<file path="src/rtl/inst_fetch_pkg.sv">
// Shared definitions for the instruction-fetch stage: widths, PC step, FSM encoding.
// Also holds the sign-extension helper used by the PC arithmetic.
package inst_fetch_pkg;

    localparam int          INSTRUCTION_WIDTH = 32;
    localparam logic [31:0] PC_INC            = 32'd4;

    typedef enum logic [1:0] {
        S_IDLE = 2'd0,
        S_REQ  = 2'd1,
        S_WAIT = 2'd2,
        S_HOLD = 2'd3
    } fetch_state_t;

    function automatic logic [31:0] sext16(input logic [15:0] value);
        return {{16{value[15]}}, value};
    endfunction

endpackage

</file>
<file path="src/rtl/inst_fetch_next_pc.sv">
// Next-PC selection: sequential step, or PC-relative branch with a word-scaled offset.
// Purely combinational so later jump/branch work can reuse it.
module inst_fetch_next_pc
    import inst_fetch_pkg::*;
#(
    parameter int ADDR_WIDTH = 32
) (
    input  logic [ADDR_WIDTH-1:0] pc,
    input  logic                  branch_taken,
    input  logic [15:0]           branch_imm,
    output logic [ADDR_WIDTH-1:0] next_pc
);

    logic [31:0] branch_offset;

    assign branch_offset = sext16(branch_imm) << 2;

    // All sums are modulo 2^ADDR_WIDTH; wrap-around is intended.
    always_comb begin
        next_pc = pc + ADDR_WIDTH'(PC_INC);
        if (branch_taken) begin
            next_pc = next_pc + ADDR_WIDTH'(branch_offset);
        end
    end

endmodule

</file>
<file path="src/rtl/inst_fetch.sv">
// Instruction-fetch stage: owns the PC, fetches one word at a time from instruction
// memory, and holds it in the instruction register until decode accepts it.
//
//   state  | meaning
//   S_IDLE | just out of reset, nothing issued yet
//   S_REQ  | request for pc_out presented to memory
//   S_WAIT | request accepted, waiting for the response word
//   S_HOLD | instruction valid to decode, waiting for consume
module inst_fetch
    import inst_fetch_pkg::*;
#(
    parameter logic [31:0] RESET_PC   = 32'h0000_0000,
    parameter int          ADDR_WIDTH = 32,
    parameter int          DATA_WIDTH = INSTRUCTION_WIDTH
) (
    input  logic                  clk,
    input  logic                  rst,
    output logic                  inst_req_valid,
    input  logic                  inst_req_ready,
    output logic [ADDR_WIDTH-1:0] inst_req_addr,
    input  logic                  inst_resp_valid,
    input  logic [DATA_WIDTH-1:0] inst_resp_data,
    output logic                  inst_resp_ready,
    output logic                  inst_valid,
    input  logic                  inst_ready,
    output logic [DATA_WIDTH-1:0] inst_out,
    output logic [ADDR_WIDTH-1:0] pc_out,
    input  logic                  branch_taken,
    input  logic [15:0]           branch_imm,
    output logic [31:0]           inst_count
);

    fetch_state_t          state;
    fetch_state_t          state_nxt;
    logic                  resp_fire;
    logic                  dec_fire;
    logic [ADDR_WIDTH-1:0] pc_nxt;

    always_ff @(posedge clk or posedge rst) begin
        if (rst) begin
            state <= S_IDLE;
        end else begin
            state <= state_nxt;
        end
    end

    // Handshake outputs depend on state only; inputs merely steer transitions.
    always_comb begin
        state_nxt       = state;
        inst_req_valid  = 1'b0;
        inst_resp_ready = 1'b0;
        inst_valid      = 1'b0;
        resp_fire       = 1'b0;
        dec_fire        = 1'b0;
        case (state)
            S_IDLE: begin
                state_nxt = S_REQ;
            end
            S_REQ: begin
                inst_req_valid = 1'b1;
                if (inst_req_ready) begin
                    state_nxt = S_WAIT;
                end
            end
            S_WAIT: begin
                inst_resp_ready = 1'b1;
                if (inst_resp_valid) begin
                    resp_fire = 1'b1;
                    state_nxt = S_HOLD;
                end
            end
            S_HOLD: begin
                inst_valid = 1'b1;
                if (inst_ready) begin
                    dec_fire  = 1'b1;
                    state_nxt = S_REQ;
                end
            end
            default: begin
                state_nxt = S_IDLE;
            end
        endcase
    end

    inst_fetch_next_pc #(
        .ADDR_WIDTH(ADDR_WIDTH)
    ) u_next_pc (
        .pc           (pc_out),
        .branch_taken (branch_taken),
        .branch_imm   (branch_imm),
        .next_pc      (pc_nxt)
    );

    always_ff @(posedge clk or posedge rst) begin
        if (rst) begin
            pc_out     <= ADDR_WIDTH'(RESET_PC);
            inst_out   <= '0;
            inst_count <= '0;
        end else begin
            if (resp_fire) begin
                inst_out <= inst_resp_data;
            end
            if (dec_fire) begin
                pc_out     <= pc_nxt;
                inst_count <= inst_count + 32'd1;
            end
        end
    end

    assign inst_req_addr = pc_out;

endmodule

</file>
<file path="config.mk">
export PLATFORM = sky130hd
export DESIGN_NAME = inst_fetch
export DESIGN_NICKNAME = d
export VERILOG_FILES = /design/src/rtl/inst_fetch_pkg.sv /design/src/rtl/inst_fetch_next_pc.sv /design/src/rtl/inst_fetch.sv
export SDC_FILE = /design/constraint.sdc
export NUM_CORES = 1
export LEC_CHECK = 0
export CAP_MARGIN = 20
export CELL_PAD_IN_SITES_DETAIL_PLACEMENT = 1
export CELL_PAD_IN_SITES_GLOBAL_PLACEMENT = 1
export CORE_ASPECT_RATIO = 0.7
export CORE_MARGIN = 3
export CORE_UTILIZATION = 39
export CTS_CLUSTER_SIZE = 40
export DETAILED_ROUTE_END_ITERATION = 7
export MAX_ROUTING_LAYER = met4
export PLACE_DENSITY = 0.92
export SLEW_MARGIN = 0
export SYNTH_ARGS = -nofsm -noshare
export SYNTH_HDL_FRONTEND = slang
export SYNTH_SLANG_ARGS = --single-unit
</file>
<file path="constraint.sdc">
create_clock -name clk -period 11.4 [get_ports clk]
set_input_delay 2.28 -clock clk [delete_from_list [all_inputs] [get_ports clk]]
set_output_delay 2.28 -clock clk [all_outputs]
set_load 0.02 [all_outputs]
</file>
-- Word-level counts from Yosys, hierarchy flattened
Index checks and enable logic that the tools add are counted.
- logic and storage cells: 27
- input bits: 54
- output and inout port bits: 131
- bits in registers: 98
- mux-type cells: 12
- reductions and logical operators: 2
- $add $sub $neg: 3
- equality and inequality tests: 6
- operators with widths (operator ; count):
    $add A32 B1 Y32 const B ; 1
    $add A32 B3 Y32 const B ; 1
    $add A32 B32 Y32 ; 1
    $mux W32 ; 1
    $pmux W2 S4 ; 1
    $mux W1 ; 7
    $mux W2 ; 3
    $ne A2 B2 Y1 const B ; 3
    $eq A2 B2 Y1 const B ; 2
    $reduce_and A3 Y1 ; 1
    $eq A2 B1 Y1 const B ; 1
    $logic_not A2 Y1 ; 1

-- Longest topological paths before layout
Gate-level depths: netlist of run 1.
- depth in word-level cells: 3
- gate-level depth with buffers: 19
- depth with buffers taken out: 17

-- Modules after synthesis
From an unflattened synthesis of run 1, not the netlist that was laid out.
- cell total of the unflattened synthesis: 677
- area, all modules: 6780.3 um^2
- by module, submodules not included (module ; area each (um^2) ; times used ; cells an instance ; seq. area each (um^2)):
    inst_fetch ; 4167.7 ; 1 ; 302 ; 2452.4
    inst_fetch_next_pc ; 2612.5 ; 1 ; 375 ; 0.0

-- Worst setup path after synthesis of run 1
OpenSTA, ideal clock, no wires.
- kind: in2reg
- from: input branch_imm[0]
- to: register pc_out[30] (netlist: inst_req_addr[30])
- library setup time: 83 ps
- required time: 11317 ps
- arrival: 4285 ps
- path buffers: 0
- cell stages on the path: 11
- slack: 7032 ps
- cell sequence: ha_1 fa_1 a21o_1 nand4_1 a21oi_1 o21ai_0 a211oi_1 o31ai_1 o21ai_0 xnor2_1 o21ai_0
- cells in the longest elaborated chain, start to end: 2
- ends and longest elaborated chain (element ; line ; text):
    from (decl) ; inst_fetch.sv:29 ; input logic [15:0] branch_imm,
    $add A32 B32 Y32 ; inst_fetch_next_pc.sv:22 ; next_pc = next_pc + ADDR_WIDTH'(branch_offset);
    $mux W32 ; inst_fetch_next_pc.sv:21 ; if (branch_taken) begin
    to (signal assigned) ; inst_fetch.sv:96 ; pc_out <= ADDR_WIDTH'(RESET_PC);
    to (signal assigned) ; inst_fetch.sv:104 ; pc_out <= pc_nxt;
    to (decl) ; inst_fetch.sv:27 ; output logic [ADDR_WIDTH-1:0] pc_out,
Every way passes these cells.
A chain may end at the register's enable or synchronous reset.

-- Worst setup path in the final report of run 1
- from: input branch_imm[15]
- to: register pc_out[31] (netlist: inst_req_addr[31])
The elaborated chain is that of the path after synthesis.

==> flow_summary_export.csv, run 1 <==
group,metric,value,unit
drt,drc,0,
yosys,async_flop_share,100,%
worst_setup_path,crit_slowest_cell,"clkdlybuf4s50_1",
die,initial_core_util,40.7,%
sta,fin_tns_setup,0,ns
job,cap_violations,0,
layout,n_antenna_cell,0,
power_and_ir_drop,p_seq_share,27.0,%
worst_setup_path,crit_buf_inv,1,
drt,wire_per_inst,19.3,um
worst_setup_path,worst_ep_required_time,11.62,ns
placement,hpwl,15.6,mm
die,die-area,18200,um2
die,die_h,114,um
clock_tree,insertion_delay,0.34,ns
yosys,synth_edf_count,0,
placement,gp_congestion,0.918,
worst_setup_path,crit_path_max_fanout,23,
sta,hold_viol_final,0,
yosys,netlist_area,6470,um2
sta,finalMaxSlewViolations,0,
clock_tree,hold_buffers,0,
worst_setup_path,rr_startpoint,"inst_req_addr[2]$_DFFE_PP0P_",
power_and_ir_drop,power.density,269,nW/um2
clock_tree,cts.sinks,96,
worst_setup_path,reg2reg_slack,7.04,ns
grt,grt_pass1_wl,32.7,mm
grt,grt_pass1_vias,6092,
yosys,yosysWarningCount,0,
drt,drtIter0Drc,336,
clock_tree,cts-buffers-inserted,9,
hold_path,hold_end,"inst_count[31]$_DFFE_PP0P_",
clock_tree,ctsHtreeMaxLevel,3,
die,core,15900,um2
sta,clock_skew,0.00969,ns
worst_setup_path,critPathTopFamily,"compound AO/OA/AOI/OAI gates",
power_and_ir_drop,vdd_ir_drop_max,0.000148,V
hold_path,min_path_cells,1,
placement,dp.cells,1035,
worst_setup_path,cp-start-kind,"primary input",
grt,antenna_found_initial,0,
worst_setup_path,timing_worst_setup_path_type,"in -> reg",
sta,setup_viol,0,
worst_setup_path,rr_worst_depth,15,
layout,nets,923,
clock_tree,cts_buffer_depth,2,
die,die_x,160,um
sta,fin_crit_sh,47.6,%
sta,fin_crit,5.42,ns
worst_setup_path,critPathMaxStageDelay,1.11,ns
grt,grt_max_degree,54,
hold_path,holdCritPathClass,"reg -> reg",
die,num_rows,38,
yosys,synth_ff_type,"dfrtp_1",
yosys,syn_area_per_cell,9.41,um2
power_and_ir_drop,pwr-share-clk,13.4,%
die,ioPinCount,185,
layout,final_core_util,53.7,%
layout,fin_cells,1051,
sta,worst_pin_slew,0.969,ns
clock_tree,clockRootBuffer,"clkbuf_16",
clock_tree,tritoncts,"done",
power_and_ir_drop,p_leak,3.69,nW
grt,grt_overflow,0,
placement,io_buffers,180,
power_and_ir_drop,internal_power,1.25,mW
yosys,synth_mux_area_share,6.81,%
sta,fmax,184,MHz
drt,antenna_left,0,
drt,dr.pass1.iters,4,
yosys,ys_seq_area_share,37.2,%
layout,drive_above_1_share,7.82,%
worst_setup_path,cp-end-kind,"register",
grt,grt_util_all_layers,22.9,%
drt,wl,20.3,mm
yosys,synth_top_family_by_area,"simple AND/OR/NAND/NOR gates",
clock_tree,postCtsSetupRepairBufs,0,
yosys,synth-compound-area-share,14.0,%
clock_tree,cts_resized,0,
sta,rsz0062_at_grt,"false",
worst_setup_path,r2r-end,"inst_req_addr[31]$_DFFE_PP0P_",
yosys,netlist-cell-type-count,55,
run_status,outcome,"complete, no violations",
layout,fin_area,8530,um2
hold_path,hold_start,"inst_count[31]$_DFFE_PP0P_",
drt,vias,5713,
layout,areaGrowthSynthToFinish,31.8,%
yosys,synthXorXnorAreaFrac,11.3,%
worst_setup_path,path_cells,"clkdlybuf4s50_1 > ha_1 > a21oi_1 > o21ai_0 > a211oi_1 > o21a_1 > o31a_1 > o21a_1 > mux2i_1 > mux2i_1 > nand2_1",
yosys,synth-seq-cells,96,
power_and_ir_drop,switchingPower,1.04,mW
placement,placed_cell_area,8230,um2
worst_setup_path,arrival,5.64,ns
yosys,synth_fa_ha_area_share,8.44,%
clock_tree,path_clk_slew,0.07,ns
yosys,synthSimpleGateAreaFrac,15.8,%
power_and_ir_drop,p_comb_share,59.7,%
sta,relSlewSlack,35.2,%
yosys,synthCells,687,
drt,vias_per_cell,5.44,
power_and_ir_drop,switching_share,45.3,%
cell families (layout without fill, tap and decap cells):
logic type,Yosys count,in the layout
XOR/XNOR,82,82
multiplexers,40,40
adder cells (fa/ha/maj),43,43
flip-flops,96,96
AND/OR/NAND/NOR,204,204
AO/OA/AOI/OAI,148,148
other,1,4
buffers and inverters,73,214
worst max-delay path by stage:
stage,end,cells past startpoint,start
after floorplan,inst_count[0]$_DFFE_PP0P_,1,rst
after global routing,inst_req_addr[31]$_DFFE_PP0P_,11,branch_imm[15]
after CTS,inst_req_addr[31]$_DFFE_PP0P_,11,branch_imm[15]
after detailed placement,inst_req_addr[31]$_DFFE_PP0P_,11,branch_imm[15]
after global placement,inst_req_addr[31]$_DFFE_PP0P_,11,branch_imm[15]
final,inst_req_addr[31]$_DFFE_PP0P_,11,branch_imm[15]
routing by layer:
| layer | share of wire, % | up-vias | track usage, % |
|---|---|---|---|
| li1 | - | 2681 | - |
| met1 | 46 | 2846 | 30.1 |
| met2 | 47 | 168 | 37.3 |
| met3 | 6.1 | 18 | 4.94 |
| met4 | 0.95 | 0 | 3.87 |
| met5 | 0 | - | - |
Yosys cell counts, types with 5 or more instances:
library cell / n / area [um2]
a211oi_1: 5 / 37.5
a21o_1: 22 / 165
a21oi_1: 44 / 220
a22oi_1: 6 / 45.0
a31oi_1: 8 / 50.1
and3_1: 12 / 75.1
and4_1: 7 / 61.3
buf_1: 7 / 26.3
buf_4: 36 / 270
clkbuf_1: 13 / 48.8
dfrtp_1: 96 / 2400
ha_1: 42 / 526
inv_1: 13 / 48.8
mux2_2: 32 / 360
mux2i_1: 8 / 80.1
nand2_1: 67 / 251
nand3_1: 33 / 165
nand4_1: 20 / 125
nor2_1: 35 / 131
nor3_1: 12 / 60.1
o21ai_0: 40 / 200
xnor2_1: 58 / 508
xor2_1: 22 / 193
flip-flops by register name, indices dropped and copies added, names as in the netlist:
| signal | cells |
|---|---|
| state | 2 |
| inst_out | 32 |
| inst_count | 32 |
| inst_req_addr | 30 |
area by class of cell:
| type | count | area, um2 |
|---|---|---|
| flip-flops and latches | 96 | 2400 |
| clock inverters | 6 | 57.6 |
| repair buffers | 185 | 1840 |
| well taps | 220 | 275 |
| inverters | 13 | 51.3 |
| fillers | 1820 | 7350 |
| clock buffers | 10 | 239 |
| multi-input cells | 521 | 3660 |
cell usage in the layout (no fill, tap or decap), types with 20 or more instances in the layout:
cell	instances
xor2_1	22
mux2_2	32
nand3_1	33
o21ai_0	40
nand4_1	20
nand2_1	67
xnor2_1	58
a21oi_1	44
clkdlybuf4s50_1	180
ha_1	42
nor2_1	35
dfrtp_1	96
a21o_1	22
power groups by stage:
stage / registers, mW / clock network, mW / logic, mW
2_1_floorplan: 0.712 / 0 / 0.764
3_3_place_gp: 0.608 / 0 / 1.31
3_5_place_dp: 0.622 / 0 / 1.36
4_1_cts: 0.618 / 0.318 / 1.37
5_1_grt: 0.639 / 0.332 / 1.48
6_report: 0.617 / 0.306 / 1.37
worst reg2reg max path, cell delays in order, from the launching register on:
cell and delay [ns]:
dfrtp_1 0.53, ha_1 0.33, nand2_1 0.10, nor2_1 0.28
nand3_1 0.29, nor3_2 0.49, xor2_1 0.23, ha_1 0.29
and4_1 0.23, a211oi_1 0.33, o21a_1 0.19, o31a_1 0.17
o21a_1 0.23, mux2i_1 0.27, mux2i_1 0.23, nand2_1 0.07
per-stage QoR:
stage	hold WS [ns]	power, mW	setup slack, ns
2_1_floorplan	0.560	1.48	6.61
4_1_cts	0.480	2.31	6.01
3_3_place_gp	0.463	1.92	5.89
5_1_grt	0.492	2.45	5.75
3_5_place_dp	0.469	1.99	5.69
6_report	0.471	2.29	5.98
(Power assumes the default switching activity.)
==> run 2, diff against run 1 <==
--- a/config.mk
+++ b/config.mk
@@ -10,11 +10,11 @@
 export CELL_PAD_IN_SITES_GLOBAL_PLACEMENT = 1
 export CORE_ASPECT_RATIO = 0.7
 export CORE_MARGIN = 3
-export CORE_UTILIZATION = 39
+export CORE_UTILIZATION = 33
 export CTS_CLUSTER_SIZE = 40
 export DETAILED_ROUTE_END_ITERATION = 7
 export MAX_ROUTING_LAYER = met4
-export PLACE_DENSITY = 0.92
+export PLACE_DENSITY = 0.84
 export SLEW_MARGIN = 0
 export SYNTH_ARGS = -nofsm -noshare
 export SYNTH_HDL_FRONTEND = slang
==> constraint.sdc (replaced) <==
create_clock -name clk -period 4.7 [get_ports clk]
set_input_delay 0.94 -clock clk [delete_from_list [all_inputs] [get_ports clk]]
set_output_delay 0.94 -clock clk [all_outputs]
set_load 0.02 [all_outputs]
==> flow_summary_export.csv, run 2 (synthesis gave the netlist of run 1 again) <==
group,metric,value,unit
grt,grt_pass1_wl,32.4,mm
worst_setup_path,critPathMaxStageDelay,0.52,ns
layout,final_common_cell,"clkdlybuf4s50_1",
die,initial_core_util,33.9,%
drt,wl_met1,10.0,mm
sta,fmax,240,MHz
worst_setup_path,path_cells,"ha_1 > nand2_1 > nor2_1 > nand3_1 > nor3_2 > xor2_1 > ha_1 > and4_1 > a211oi_1 > o21a_1 > o31a_1 > o21a_1 > mux2i_1 > mux2i_1 > nand2_1",
sta,finalMaxSlewViolations,0,
clock_tree,ctsHtreeMaxLevel,3,
job,cap_violations,0,
layout,multi_input_area,3660,um2
sta,fin_crit_sh,88.8,%
layout,fillers,2160,
layout,most-common-layout-cells,"180 x clkdlybuf4s50_1, 96 x dfrtp_1, 67 x nand2_1, 58 x xnor2_1, 44 x a21oi_1",
sta,clock_skew,0.0104,ns
clock_tree,path_clk_slew,0.08,ns
drt,drc,0,
die,ioPinCount,185,
placement,gp_congestion,0.888,
clock_tree,clockRootBuffer,"clkbuf_16",
layout,nets,925,
power_and_ir_drop,vdd_ir_drop_max,0.000301,V
clock_tree,tritoncts,"done",
die,die_x,173,um
power_and_ir_drop,power.density,646,nW/um2
power_and_ir_drop,p_leak,3.69,nW
drt,wl_met3,987,um
grt,grt_pass1_vias,5851,
sta,fin_crit,4.17,ns
grt,grt_overflow,0,
layout,n_antenna_cell,0,
drt,wire_per_inst,18.4,um
worst_setup_path,crit_slowest_cell,"dfrtp_1",
placement,hpwl,15.4,mm
hold_path,holdCritPathClass,"reg -> reg",
layout,seqCellArea,2400,um2
worst_setup_path,cp-end-kind,"register",
layout,final_core_util,45.1,%
placement,io_buffers,180,
sta,relSlewSlack,39.1,%
die,num_rows,42,
die,die_h,123,um
run_status,outcome,"complete, no violations",
drt,dr.pass1.iters,5,
worst_setup_path,critPathTopFamily,"simple AND/OR/NAND/NOR gates",
worst_setup_path,cp-start-kind,"register",
worst_setup_path,crit_buf_inv,0,
grt,grt_max_degree,70,
sta,fin_tns_setup,0,ns
sta,rsz0062_at_grt,"false",
die,die-area,21300,um2
drt,vias_per_cell,5.21,
drt,wl,20.2,mm
grt,antenna_found_initial,0,
worst_setup_path,worst_ep_required_time,4.94,ns
layout,drive_above_1_share,8.04,%
sta,setup_viol,0,
clock_tree,cts.sinks,96,
drt,drtIter0Drc,318,
clock_tree,hold_buffers,0,
drt,wl_met2,9.04,mm
drt,antenna_left,0,
drt,vias,5713,
sta,hold_viol_final,0,
worst_setup_path,arrival,4.41,ns
clock_tree,cts-buffers-inserted,9,
clock_tree,postCtsSetupRepairBufs,0,
layout,areaGrowthSynthToFinish,32.9,%
sta,worst_pin_slew,0.913,ns
worst_setup_path,crit_path_max_fanout,9,
drt,highest_layer,"met4",
clock_tree,cts_resized,0,
clock_tree,insertion_delay,0.35,ns
clock_tree,cts_buffer_depth,2,
die,core,19100,um2
grt,grt_util_all_layers,19.3,%
worst_setup_path,timing_worst_setup_path_type,"reg -> reg",
[run 2: cell count changes in the layout (fill, tap and decap cells not counted)]
cell        change
buf_4           +2
clkinvlp_4      +1
clkinv_4        -1
[run 2: layout make-up]
cell class	count	area share, %
clock buffer	10	2.78
clock inverter	6	0.655
inverter	13	0.597
multi-input combinational	521	42.6
sequential	96	28.0
tap	264	3.84
timing repair buffer	187	21.6
[run 2: power breakdown]
| part | switching, mW | internal, mW |
|---|---|---|
| clock | 0.364 | 0.387 |
| combinational | 1.78 | 1.54 |
| sequential | 0.362 | 1.11 |
| total | 2.51 | 3.04 |
[run 2: worst paths after layout]
check | startpoint | to | slack, ns | depth (start not counted)
worst max-delay path | inst_req_addr[2]$_DFFE_PP0P_ | inst_req_addr[31]$_DFFE_PP0P_ | 0.53 | 15
worst min-delay path | inst_count[31]$_DFFE_PP0P_ | inst_count[31]$_DFFE_PP0P_ | 0.47 | 1
worst max register to register | inst_req_addr[2]$_DFFE_PP0P_ | inst_req_addr[31]$_DFFE_PP0P_ | 0.53 | 15
worst min register to register | inst_count[31]$_DFFE_PP0P_ | inst_count[31]$_DFFE_PP0P_ | 0.47 | 1
max in group asynchronous | rst | inst_out[26]$_DFFE_PP0P_ | 2.61 | 3
min in group asynchronous | rst | inst_out[8]$_DFFE_PP0P_ | 1.17 | 2
[run 2: routing by layer]
layer  vias to the layer above  global-route usage [%]
met4                         0                    3.29
met3                        10                    4.08
met5                         -                       -
li1                       2685                       -
met1                      2867                    27.2
met2                       151                    29.3
[run 2: through the flow]
stage,hold WS [ns],setup WS [ns],instance area [um2],power (mW),instances
after floorplan,0.560,0.801,6480,3.58,690
after detailed placement,0.477,0.539,8300,4.80,1081
after global placement,0.474,0.741,8300,4.72,1081
final,0.474,0.526,8590,5.55,1097
after CTS,0.487,0.532,8590,5.59,1097
after global routing,0.521,0.186,8590,5.95,1097
[run 2: worst reg2reg max path, cell delays in order (launching register included)]
cell and delay (ns):
dfrtp_1 0.52, ha_1 0.30, nand2_1 0.09, nor2_1 0.27, nand3_1 0.30, nor3_2 0.42
xor2_1 0.20, ha_1 0.30, and4_1 0.23, a211oi_1 0.32, o21a_1 0.18, o31a_1 0.17
o21a_1 0.22, mux2i_1 0.26, mux2i_1 0.21, nand2_1 0.07
==> run 3, diff against run 2 <==
--- a/config.mk
+++ b/config.mk
@@ -9,10 +9,11 @@
 export CELL_PAD_IN_SITES_DETAIL_PLACEMENT = 1
 export CELL_PAD_IN_SITES_GLOBAL_PLACEMENT = 1
 export CORE_ASPECT_RATIO = 0.7
-export CORE_MARGIN = 3
+export CORE_MARGIN = 1.5
 export CORE_UTILIZATION = 33
 export CTS_CLUSTER_SIZE = 40
 export DETAILED_ROUTE_END_ITERATION = 7
+export GPL_TIMING_DRIVEN = 0
 export MAX_ROUTING_LAYER = met4
 export PLACE_DENSITY = 0.84
 export SLEW_MARGIN = 0
==> flow_summary_export.csv, run 3 (synthesis gave the netlist of run 1 again) <==
group,metric,value,unit
run_status,outcome,"complete, no violations",
clock_tree,postCtsSetupRepairBufs,0,
worst_setup_path,rr_worst_depth,14,
clock_tree,path_clk_slew,0.08,ns
sta,fmax,231,MHz
grt,antenna_found_initial,0,
worst_setup_path,crit_buf_inv,0,
worst_setup_path,critPathTopFamily,"simple AND/OR/NAND/NOR gates",
hold_path,min_path_cells,1,
drt,wire_per_inst,18.0,um
drt,drtIter0Drc,235,
die,num_rows,42,
die,ioPinCount,185,
placement,gp_congestion,0.926,
sta,fin_ws,0.363,ns
worst_setup_path,reg2reg_slack,0.36,ns
sta,finalMaxSlewViolations,0,
layout,fillers,2182,
worst_setup_path,crit_path_max_fanout,9,
die,die_h,120,um
layout,areaGrowthSynthToFinish,38.8,%
power_and_ir_drop,power.density,646,nW/um2
layout,final_common_cell,"clkdlybuf4s50_1",
worst_setup_path,rr_startpoint,"inst_req_addr[2]$_DFFE_PP0P_",
die,die-area,20500,um2
sta,fin_crit_sh,92.3,%
grt,grt_max_degree,62,
clock_tree,cts_buffer_depth,2,
clock_tree,hold_buffers,0,
worst_setup_path,timing_worst_setup_path_type,"reg -> reg",
worst_setup_path,worst_ep_required_time,4.93,ns
drt,vias_per_cell,5.10,
die,die_x,170,um
power_and_ir_drop,p_leak,3.92,nW
layout,nets,979,
sta,rsz0062_at_grt,"false",
clock_tree,insertion_delay,0.35,ns
power_and_ir_drop,vdd_ir_drop_max,0.000327,V
sta,relSlewSlack,33.7,%
die,initial_core_util,34.0,%
hold_path,hold_end,"inst_count[31]$_DFFE_PP0P_",
drt,drc,0,
drt,dr.pass1.iters,5,
clock_tree,clockRootBuffer,"clkbuf_16",
clock_tree,ctsHtreeMaxLevel,3,
grt,grt_overflow,0,
worst_setup_path,r2r-end,"inst_req_addr[29]$_DFFE_PP0P_",
worst_setup_path,cp-start-kind,"register",
sta,fin_tns_setup,0,ns
sta,clock_skew,0.0105,ns
sta,setup_viol,0,
placement,post-place-ws,0.233,ns
sta,fin_crit,4.34,ns
drt,wl,20.7,mm
die,core,19000,um2
worst_setup_path,crit_slowest_cell,"dfrtp_1",
worst_setup_path,path_cells,"ha_1 > nand2_1 > nor2_1 > nand3_1 > nor3_4 > xor2_1 > ha_1 > and4_1 > a211oi_1 > o21ai_1 > a31oi_1 > o21ai_0 > mux2i_1 > a221o_1",
worst_setup_path,cp-end-kind,"register",
placement,io_buffers,180,
drt,antenna_left,0,
hold_path,hold_start,"inst_count[31]$_DFFE_PP0P_",
sta,whs,0.472,ns
placement,hpwl,16.3,mm
clock_tree,tritoncts,"done",
worst_setup_path,critPathMaxStageDelay,0.55,ns
layout,most-common-layout-cells,"180 x clkdlybuf4s50_1, 96 x dfrtp_1, 67 x nand2_1, 58 x xnor2_1, 44 x a21oi_1",
grt,grt_util_all_layers,21.8,%
layout,drive_above_1_share,11.6,%
worst_setup_path,arrival,4.57,ns
clock_tree,cts-buffers-inserted,9,
grt,grt_pass1_wl,33.7,mm
clock_tree,cts.sinks,96,
drt,vias,5865,
job,cap_violations,0,
hold_path,holdCritPathClass,"reg -> reg",
layout,n_antenna_cell,0,
grt,grt_pass1_vias,6206,
worst_setup_path,cp_common_cell,"ha_1",
sta,worst_pin_slew,0.991,ns
sta,hold_viol_final,0,
==> run 3: worst max path at each step <==
stage / from / slack, ns / end / cells after the start
6_report: inst_req_addr[2]$_DFFE_PP0P_ / 0.36 / inst_req_addr[29]$_DFFE_PP0P_ / 14
5_1_grt: inst_req_addr[5]$_DFFE_PP0P_ / 0.02 / inst_req_addr[31]$_DFFE_PP0P_ / 19
4_1_cts: inst_req_addr[2]$_DFFE_PP0P_ / 0.26 / inst_req_addr[31]$_DFFE_PP0P_ / 15
3_5_place_dp: branch_imm[15] / 0.23 / inst_req_addr[31]$_DFFE_PP0P_ / 11
3_3_place_gp: rst / -0.39 / inst_req_addr[17]$_DFFE_PP0P_ / 2
2_1_floorplan: inst_req_addr[5]$_DFFE_PP0P_ / 0.80 / inst_req_addr[31]$_DFFE_PP0P_ / 19
==> run 3: repair_timing <==
action | 4_1_cts | 5_1_grt
endpoints found under the hold margin | 0 | 0
setup endpoints to repair | 0 | 1
gates resized for setup | 0 | 3
==> run 3: metrics by stage <==
step	utilization [%]	area (um2)	power, mW	instances
global placement	45.3	8610	4.87	1134
floorplan	-	6480	3.58	690
finish	47.2	8970	5.80	1151
global route	47.2	8970	6.19	1151
detailed placement	45.4	8640	4.98	1135
CTS	47.1	8960	5.83	1151
==> run 3: cell type report <==
class | count | area, um2 | share of cell area (%)
clock inverter | 7 | 97.6 | 1.09
buffer | 60 | 365 | 4.07
tap | 264 | 330 | 3.68
timing repair buffer | 181 | 1830 | 20.4
inverter | 13 | 51.3 | 0.572
sequential | 96 | 2400 | 26.8
multi-input combinational | 521 | 3670 | 40.9
clock buffer | 9 | 225 | 2.51
==> run 3: metal layers <==
metal | up-vias | routed length [um] | global-route usage (%)
li1 | 2801 | - | -
met1 | 2864 | 9680 | 29.2
met2 | 182 | 9430 | 34.1
met3 | 18 | 1470 | 4.95
met4 | 0 | 170 | 3.54
met5 | - | 0 | -
==> run 3: where the power goes <==
| group | switching [mW] | internal, mW |
|---|---|---|
| clock network | 0.377 | 0.433 |
| logic | 1.84 | 1.68 |
| registers | 0.348 | 1.11 |
